File: src/rtl/fifo_word_packer.sv
// fifo_word_packer
//   Drains words from a show-ahead FIFO pop interface and packs RATIO of them
//   into one wide beat presented on a valid/ready output port. A flush pulse
//   closes a partially filled beat early so the tail of a burst is never
//   stranded. Unfilled lanes of a partial beat read as zero.
//
// Ports
//   clk           rising-edge clock
//   reset         synchronous, active-high reset
//   fifo_pop_req  pop request to the FIFO (high while filling)
//   fifo_pop_ack  FIFO non-empty; a word is consumed when req & ack
//   fifo_data     FIFO head word, valid when fifo_pop_ack is high
//   flush         single-cycle pulse: emit the partial beat
//   out_valid     wide beat available
//   out_ready     downstream accepts the beat
//   out_data      packed beat, word k at bits [k*WIDTH +: WIDTH]
//   out_count     number of valid words in the beat (1..RATIO)
module fifo_word_packer #(
   parameter  int WIDTH = 32,
   parameter  int RATIO = 4,
   localparam int CNTWD = $clog2(RATIO + 1)
) (
   input  logic                   clk,
   input  logic                   reset,
   output logic                   fifo_pop_req,
   input  logic                   fifo_pop_ack,
   input  logic [WIDTH-1:0]       fifo_data,
   input  logic                   flush,
   output logic                   out_valid,
   input  logic                   out_ready,
   output logic [WIDTH*RATIO-1:0] out_data,
   output logic [CNTWD-1:0]       out_count
);

   typedef enum logic {FILL, HOLD} state_t;

   state_t                 state_q, state_d;
   logic [CNTWD-1:0]       lane_q, lane_d;
   logic [WIDTH*RATIO-1:0] data_q, data_d;
   logic [CNTWD-1:0]       cnt_q, cnt_d;
   logic                   pop;

   // Request is a function of state only; gating by reset keeps the FIFO
   // from losing a word in the reset cycle.
   assign fifo_pop_req = (state_q == FILL) && !reset;
   assign pop          = fifo_pop_req && fifo_pop_ack;

   assign out_valid = (state_q == HOLD);
   assign out_data  = data_q;
   assign out_count = cnt_q;

   always_comb begin
      state_d = state_q;
      lane_d  = lane_q;
      data_d  = data_q;
      cnt_d   = cnt_q;
      case (state_q)
         FILL: begin
            if (pop) begin
               for (int k = 0; k < RATIO; k++) begin
                  if (lane_q == CNTWD'(k)) begin
                     data_d[k*WIDTH +: WIDTH] = fifo_data;
                  end
               end
               lane_d = lane_q + CNTWD'(1);
            end
            if (pop && (lane_q == CNTWD'(RATIO - 1))) begin
               cnt_d   = CNTWD'(RATIO);
               state_d = HOLD;
            end else if (flush && ((lane_q != '0) || pop)) begin
               // A word popping alongside the flush belongs to this beat.
               cnt_d   = lane_q + CNTWD'(pop);
               state_d = HOLD;
            end
         end
         HOLD: begin
            // Clearing data here is what makes unfilled lanes of the next
            // partial beat read as zero.
            if (out_ready) begin
               state_d = FILL;
               data_d  = '0;
               cnt_d   = '0;
               lane_d  = '0;
            end
         end
      endcase
   end

   always_ff @(posedge clk) begin
      if (reset) begin
         state_q <= FILL;
         lane_q  <= '0;
         data_q  <= '0;
         cnt_q   <= '0;
      end else begin
         state_q <= state_d;
         lane_q  <= lane_d;
         data_q  <= data_d;
         cnt_q   <= cnt_d;
      end
   end

endmodule

File: config.mk
export PLATFORM = sky130hd
export DESIGN_NAME = fifo_word_packer
export DESIGN_NICKNAME = d
export VERILOG_FILES = /design/src/rtl/fifo_word_packer.sv
export SDC_FILE = /design/constraint.sdc
export NUM_CORES = 1
export LEC_CHECK = 0
export CORE_UTILIZATION = 48
export CTS_CLUSTER_DIAMETER = 100
export DETAILED_ROUTE_END_ITERATION = 10
export DONT_BUFFER_PORTS = 1
export HOLD_SLACK_MARGIN = 0.03
export PLACE_DENSITY_LB_ADDON = 0.2
export SYNTH_ARGS = -nofsm -noshare
export SYNTH_HDL_FRONTEND = slang
export SYNTH_SLANG_ARGS = --single-unit
File: constraint.sdc
create_clock -name clk -period 3.4 [get_ports clk]
set_input_delay 0.34 -clock clk [delete_from_list [all_inputs] [get_ports clk]]
set_output_delay 0.34 -clock clk [all_outputs]
set_load 0.005 [all_outputs]
==> out/qor.yml <==
status: "finished clean"
io_pins: 170
fin_nets: 645
vias: 4348
initial_core_util_pct: 49.4
worstMarginPinSlew_ns: 1.09
antenna_found_initial: 0
core_area_um2: 10300
clockBufferDepth: 2
cts_root_buffer: "clkbuf_8"
gp_congestion: 0.757
leakage_nw: 2.04
die_area_um2: 11000
cp_data_arrival_time_ns: 2.73
cts_resized: 0
max_freq_mhz: 439
final_common_cell: "dfxtp_1"
final.setup.tns_ns: 0
cap_violations: 0
maxSlewHeadroom_pct: 26.9
cts-buffers-inserted: 17
clkLatencyLatePin_ns: 0.51
htree_levels: 4
post_drt_wl_per_cell_um: 18.7
cts_sinks: 135
port_buffers: 0
ys_ff_latch: 135
hold_viol: 0
drtIter0Drc: 336
ir_drop_v: 0.000302
postRouteAntennaNets: 0
drc: 0
num_rows: 37
fill_cells: 934
track_usage_pct: 25.8
synth_fp_nets: 639
via_per_inst: 5.80
crit_path_start_kind: "flip-flop"
power_density_nw_per_um2: 636
routed_wl_um: 14000
cts.clk_slew.worst_paths_ns: 0.06
setup_viol: 0
min_path_type: "primary input to flip-flop"
synth.cell_area_um2: 5080
rsz0062_at_grt: "false"
timing.hold.ws_ns: 0.0718
area_delta_synth_final_pct: 17.5
grt_max_degree: 136
clock_skew_ns: 0.00869
cts_tree: "done"
worstSetupPathType: "flip-flop to flip-flop"
drtPass1Iterations: 5
synth_cell_types: 30
netlist_instances: 596
grt_remaining_overflow: 0
finalCritPeriodShare_pct: 67.0
layout_min_cycle_time_ns: 2.28
cp.required_ns: 3.85
syn_avg_cell_area_um2: 8.52
hpwl_um: 8660
synth_seq_area_share_pct: 53.2
yosysWarnings: 0
path_max_fanout: 21
final_cell_mix: "dfxtp_1, nand2_1, a21oi_1"
grt_pass1_vias: 3994
drive_gt1_share_pct: 6.68
fp.dieW_um: 105
num_antenna_cells: 0
worstSetupEndpointType: "flip-flop"
die_h_um: 105
grt_pass1_wl_um: 22100
finalMaxSlewViolations: 0
-- stage by stage --
step	std cells	util (%)	instance area, µm²	worst slack, ns	total power, mW
5_1_grt	750	58.0	5970	0.925	3.92
3_3_place_gp	684	48.5	4990	1.22	1.85
3_5_place_dp	684	48.5	4990	1.13	1.86
4_1_cts	750	58.0	5970	1.10	3.81
6_report	750	58.0	5970	1.12	3.80
2_1_floorplan	596	-	5080	1.86	1.85
-- timing repair --
action / 4_1_cts / 5_1_grt
hold buffers: 35 / 0
buffers inserted: 0 / 0
endpoints found under the hold margin: 135 / 0
-- worst max-delay path: stages (launching register included) --
cell and delay [ns]:
dfxtp_1 0.44, ha_1 0.19, ha_1 0.26, and2_1 0.76, buf_4 0.32, a22oi_1 0.12
nor2_1 0.12
-- sequential cells by signal, summed over array words and instances, names as in the netlist --
name	count
out_data	128
out_valid	1
out_count	3
lane_q	3
-- power breakdown --
group / internal, mW / total [mW] / switching [mW] / leakage (nW)
Clock: 1.24 / 1.89 / 0.648 / 0.301
Combinational: 0.0811 / 0.242 / 0.161 / 0.653
Sequential: 1.62 / 1.66 / 0.0414 / 1.09
-- logic make-up (layout without fill, tap and decap cells) --
logic type / count (synthesis) / after routing / share of synthesized area, %
compound gates: 144 / 144 / 16.4
buf+inv: 60 / 78 / 6.83
simple gates: 250 / 250 / 21.9
fa+ha+maj: 6 / 6 / 1.48
xor+xnor: 1 / 1 / 0.173
flops: 135 / 135 / 53.2
-- path summary, 6_finish.rpt --
kind	start	endpoint	slack [ns]	cells after the start
worst min-delay path	fifo_pop_ack	out_valid$_SDFF_PP0_	0.07	2
worst max register to register	lane_q[0]$_SDFFE_PP0P_	out_data[126]$_SDFFE_PP0P_	1.12	6
worst max-delay path	lane_q[0]$_SDFFE_PP0P_	out_data[126]$_SDFFE_PP0P_	1.12	6
worst min register to register	out_data[49]$_SDFFE_PP0P_	out_data[49]$_SDFFE_PP0P_	0.48	2
-- cell usage after synthesis (all sizes together) --
cell type	count	share of area, %
nand3	96	9.5
a211o	1	0.17
buf	30	4.6
ha	6	1.5
nand2	102	7.5
a21oi	101	10
o2bb2ai	1	0.17
o21ai	2	0.20
xnor2	1	0.17
clkbuf	25	1.8
nor4b	1	0.47
o22ai	1	0.12
nor2b	2	0.25
nor2	39	2.9
dfxtp	135	53
a31oi	1	0.25
o211ai	1	0.15
and2	5	0.62
and3	1	0.12
o311ai	1	0.17
nand2b	3	0.37
inv	5	0.37
o31ai	1	0.15
a22oi	33	4.9
nor3b	1	0.15
a211oi	1	0.15
-- per-layer routing --
metal	track usage, %	up-vias	share of wire [%]	routed length, µm
li1	-	2065	-	-
met1	30.2	2064	41	5740
met2	40.7	194	46	6460
met3	11.3	25	10	1450
met4	12.1	0	2.5	346
met5	0	-	0	0
-- cell type report --
type                       instances  area, µm²  area share, %
tap                              136        170           2.85
timing repair buffer              42        420           7.05
inverter                           5       18.8          0.315
sequential                       135       2700           45.3
multi-input combinational        401       2040           34.2
clock buffer                      22        463           7.76
clock inverter                     9        148           2.47
Power figures use the tool's default switching activity.
